==> src/rtl/v_result_tx.sv <==
// v_result_tx: captures 4-lane vector-adder results on fu_ack into a two-deep
// (active/pending) buffer and serialises the active set onto the network port,
// lane 0 first, one WIDTH-bit word per net_valid/net_ready handshake.
// Ports: clk/reset (sync, active-high); fu_outputs/fu_ack/config_in/dest_in from
// the FU and config memory; net_valid/net_ready/net_data/net_dest/net_last to the
// network; fu_rdy, busy, done, ovf_err status.
module v_result_tx #(
  parameter int WIDTH     = 16,
  parameter int NUM_LANES = 4,
  parameter int DEST_W    = 4
) (
  input  logic              clk,
  input  logic              reset,
  input  logic [WIDTH-1:0]  fu_outputs [NUM_LANES-1:0],
  input  logic              fu_ack,
  input  logic [1:0]        config_in,
  input  logic [DEST_W-1:0] dest_in,
  output logic              net_valid,
  input  logic              net_ready,
  output logic [WIDTH-1:0]  net_data,
  output logic [DEST_W-1:0] net_dest,
  output logic              net_last,
  output logic              fu_rdy,
  output logic              busy,
  output logic              done,
  output logic              ovf_err
);

  typedef enum logic [1:0] {
    MODE_4X16    = 2'b00,
    MODE_2X32    = 2'b01,
    MODE_1X64    = 2'b10,
    MODE_DISCARD = 2'b11
  } mode_e;

  logic              r_a_valid;
  logic [WIDTH-1:0]  r_a_lanes [NUM_LANES-1:0];
  mode_e             r_a_mode;
  logic [DEST_W-1:0] r_a_dest;
  logic [1:0]        r_a_idx;

  logic              r_p_valid;
  logic [WIDTH-1:0]  r_p_lanes [NUM_LANES-1:0];
  mode_e             r_p_mode;
  logic [DEST_W-1:0] r_p_dest;

  logic              r_done;
  logic              r_ovf;
  logic              r_fu_rdy;

  logic              w_xfer;
  logic              w_retire;
  logic              w_a_open;
  logic              w_a_from_p;
  logic              w_a_from_in;
  logic              w_p_load;
  logic              w_drop;
  logic              w_p_valid_nxt;

  always_comb begin
    net_valid = r_a_valid && (r_a_mode != MODE_DISCARD);
    net_data  = r_a_lanes[r_a_idx];
    net_dest  = r_a_dest;
    net_last  = net_valid && (r_a_idx == 2'd3);
    fu_rdy    = r_fu_rdy;
    busy      = r_a_valid | r_p_valid;
    done      = r_done;
    ovf_err   = r_ovf;
  end

  // A is "open" when empty or retiring this edge; P then shifts into A and a
  // concurrent fu_ack can still land in P, so a full buffer only drops when A holds.
  always_comb begin
    w_xfer        = net_valid & net_ready;
    w_retire      = r_a_valid & ((r_a_mode == MODE_DISCARD) | (w_xfer & (r_a_idx == 2'd3)));
    w_a_open      = ~r_a_valid | w_retire;
    w_a_from_p    = w_a_open & r_p_valid;
    w_a_from_in   = w_a_open & ~r_p_valid & fu_ack;
    w_p_load      = fu_ack & (w_a_open ? r_p_valid : ~r_p_valid);
    w_drop        = fu_ack & ~w_a_open & r_p_valid;
    w_p_valid_nxt = w_a_open ? (r_p_valid & fu_ack) : (r_p_valid | fu_ack);
  end

  always_ff @(posedge clk) begin
    if (reset) begin
      r_a_valid <= 1'b0;
      r_a_mode  <= MODE_4X16;
      r_a_dest  <= '0;
      r_a_idx   <= '0;
      r_p_valid <= 1'b0;
      r_p_mode  <= MODE_4X16;
      r_p_dest  <= '0;
      r_done    <= 1'b0;
      r_ovf     <= 1'b0;
      r_fu_rdy  <= 1'b0;
      for (int unsigned i = 0; i < NUM_LANES; i++) begin
        r_a_lanes[i] <= '0;
        r_p_lanes[i] <= '0;
      end
    end else begin
      r_done    <= w_retire;
      r_p_valid <= w_p_valid_nxt;
      r_fu_rdy  <= ~w_p_valid_nxt;
      if (w_drop) begin
        r_ovf <= 1'b1;
      end

      if (w_a_open) begin
        r_a_idx   <= '0;
        r_a_valid <= r_p_valid | fu_ack;
      end else if (w_xfer) begin
        r_a_idx <= r_a_idx + 2'd1;
      end

      if (w_a_from_p) begin
        r_a_lanes <= r_p_lanes;
        r_a_mode  <= r_p_mode;
        r_a_dest  <= r_p_dest;
      end else if (w_a_from_in) begin
        r_a_lanes <= fu_outputs;
        r_a_mode  <= mode_e'(config_in);
        r_a_dest  <= dest_in;
      end

      if (w_p_load) begin
        r_p_lanes <= fu_outputs;
        r_p_mode  <= mode_e'(config_in);
        r_p_dest  <= dest_in;
      end
    end
  end

endmodule

==> config.mk <==
export PLATFORM = sky130hd
export DESIGN_NAME = v_result_tx
export DESIGN_NICKNAME = d
export VERILOG_FILES = /design/src/rtl/v_result_tx.sv
export SDC_FILE = /design/constraint.sdc
export NUM_CORES = 1
export LEC_CHECK = 0
export ABC_AREA = 1
export ABC_CLOCK_PERIOD_IN_PS = 2100
export CORE_ASPECT_RATIO = 0.8
export CORE_MARGIN = 1
export CORE_UTILIZATION = 46
export CTS_CLUSTER_SIZE = 12
export DETAILED_ROUTE_END_ITERATION = 8
export HOLD_SLACK_MARGIN = 0.08
export PLACE_DENSITY = 0.73
export SYNTH_ARGS = -nofsm -noshare
export SYNTH_HDL_FRONTEND = slang
export SYNTH_SLANG_ARGS = --single-unit
==> constraint.sdc <==
create_clock -name clk -period 2.1 [get_ports clk]
set_clock_uncertainty 0.15 [all_clocks]
set_input_delay 0.42 -clock clk [delete_from_list [all_inputs] [get_ports clk]]
set_output_delay 0.42 -clock clk [all_outputs]
set_load 0.03 [all_outputs]
==> out/summary.txt <==
Flop pwr share -> 0.389
CP Data Arrival Time -> 1.65 ns
Initial antenna violation count -> 0
Seq/Total Area, Yosys -> 0.460
Maxcap violations -> 0
Synth cell types -> 22
Part of the power in combinational logic -> 0.231
Max-slew violations -> 0
Mean post-synth cell area -> 7.37 um^2
Int Power -> 0.00617 W
Nets@finish -> 1060
HP Class -> reg2reg
Largest area contributor in the netlist -> dfxtp_1
H-tree depth -> 4
Max Clock Freq -> 0.451 GHz
Area Overhead vs Synth -> 45.0%
Run status -> finished with violations
Share of cells above drive strength 1 -> 0.194
Boundary pin count -> 100
RSZ-0062 raised after global routing -> yes
Pleak -> 4.06 nW
Period utilization -> 1.06
I/O Buffers -> 99
Total track usage -> 0.270
Power Density -> 946 mW/mm^2
Flops & latches, synth -> 147
Critical Path Fanout Max -> 8
Largest net degree at the start of global routing -> 61
Die area -> 0.0144 mm^2
Maximum vdd drop -> 0.811 mV
Synth area leaders -> dfxtp_1, o21ai_0, nor2_1
Mapped cell area -> 0.00640 mm^2
CTS max path bufs -> 2
Slew Limit Headroom -> 0.787
Worst setup EP type -> output port
Avg Vias per Cell -> 5.64
Crit-path cells -> buf_8, clkinv_8, buf_16, o21ai_4, o22ai_2, buf_6
Sink Count -> 147
Critical path required time -> 1.53 ns
Hold buffer count at cts -> 0
Vias in the first global route -> 5860
Gp weighted congestion -> 0.802
Routed Antenna Nets -> 0
Final min period -> 2.22 ns
CP peak stage delay -> 0.34 ns
Post-synth top area share -> 0.460
Final setup violating endpoints -> 17
Least-Margin Pin Slew -> 0.320 ns
Critical setup path kind -> reg2out
Setup tns final -> -1.12 ns
Synth Instances -> 868
Clk_lat worst skew -> 0.42 ns
Die Y -> 108 um
Commonest non-fill, non-tap cell in the layout -> nor2_1
Congestion Overflow GR -> 0
Die W -> 134 um
Ys Warns -> 0
CTS tree -> done
Drt pass-1 iters -> 5
Critical-path top delay cell -> dfxtp_2
Psw -> 0.00261 W
Post-Route WL -> 20900 um
Core Region -> 0.0136 mm^2
Inserted Clock Buffers -> 17
Initial Utilization -> 0.472
Failing checks -> negative setup slack
Switching part of the total power -> 0.297
FP Rows -> 38
Global-route wire length before repair -> 30100 um
Worst slack at placement -> -0.259 ns
Clock group share of total power -> 0.380
Synthesized Nets -> 945
Final Hold Viols -> 0
Post-route setup slack -> -0.118 ns
DRC -> 0
Antenna fix cells -> 0
Most frequent cells in the layout -> nor2_1, dfxtp_1, nand2_1
CP Launch Type -> register
Iter 0 DRT Violations -> 625
Clock transition at the registers of the reported paths -> 0.06 ns
Mean routed wirelength per cell -> 17.7 um
Total number of vias -> 6635
Dpl hpwl -> 10900 um
Root buf cell -> clkbuf_16
[routing by layer]
layer	GRT usage	up-vias	wire length (um)	share of wire
met3	0.0541	67	1780	0.085
met5	0	-	0	0
met2	0.427	361	9620	0.46
met4	0.108	0	727	0.035
li1	-	3108	-	-
met1	0.360	3099	8740	0.42
[flip-flops by register name (all words and copies together), names as in the netlist]
signal,flops
r_a_lanes,64
r_p_lanes,64
net_dest,4
r_p_dest,4
r_a_idx,2
r_a_mode,2
r_p_mode,2
done,1
fu_rdy,1
ovf_err,1
r_a_valid,1
r_p_valid,1
[final timing paths]
check,start,endpoint,slack [ns],depth (start not counted)
worst min register to register,ovf_err,ovf_err,0.30,2
worst min-delay path,ovf_err,ovf_err,0.30,2
worst max-delay path,r_a_idx[0],net_data[1],-0.12,6
worst max register to register,r_a_idx[0],r_a_lanes[30],0,11
[critical path: cells and delay by family, from the launching register on]
kind                   cells  cell delay, ns
AO/OA/AOI/OAI              2            0.29
buffers and inverters      4            0.56
flip-flops                 1            0.34
[stage by stage]
stage          area (um^2)  hold slack (ns)  total power, W  utilization  std cells
4_1_cts               8880            0.303         0.00847        0.655       1170
2_1_floorplan         6400            0.280         0.00441            -        868
5_1_grt               9280            0.313         0.00911        0.685       1176
6_report              9280            0.296         0.00877        0.685       1176
3_5_place_dp          7670            0.294         0.00503        0.566       1120
3_3_place_gp          7670            0.289         0.00501        0.566       1120
[power groups by stage]
stage / Clock (W) / Combinational (W) / Sequential (W)
finish: 0.00333 / 0.00203 / 0.00341
detailed placement: 0 / 0.00164 / 0.00340
CTS: 0.00331 / 0.00180 / 0.00336
global route: 0.00348 / 0.00219 / 0.00344
global placement: 0 / 0.00162 / 0.00339
floorplan: 0 / 0.00104 / 0.00337
[repair_timing]
item                                    4_1_cts  5_1_grt
hold endpoints to repair                      0        0
cloned                                        8        5
resized for setup                           111      114
endpoints found under the setup margin       18      126
buffers inserted                             10        1
pin swaps                                    16       13
[area by class of cell]
cell class                 count  area [um^2]
inverter                      53          235
timing repair buffer         163         1970
multi-input combinational    601         3260
tap                          180          225
fill                        1047         4270
clock inverter                12          178
clock buffer                  20          467
sequential                   147         2950
[Yosys cell counts (all sizes together)]
| library cell | number |
|---|---|
| ha | 3 |
| inv | 53 |
| nand2 | 118 |
| o22ai | 16 |
| or2 | 1 |
| dfxtp | 147 |
| nand3 | 32 |
| o211a | 32 |
| o21ai | 179 |
| a21oi | 44 |
| nor2 | 176 |
| buf | 43 |
| clkbuf | 24 |
[cells by family (layout without fill, tap and decap cells)]
logic type / after synthesis / in the layout / synth area share
AOI/OAI and AO/OA: 271 / 271 / 0.240
and+or+nand+nor: 327 / 327 / 0.200
adders and majority gates: 3 / 3 / 0.00586
buffers and inverters: 120 / 248 / 0.0944
DFF: 147 / 147 / 0.460
Note: power is estimated with default switching activity, not from simulation.
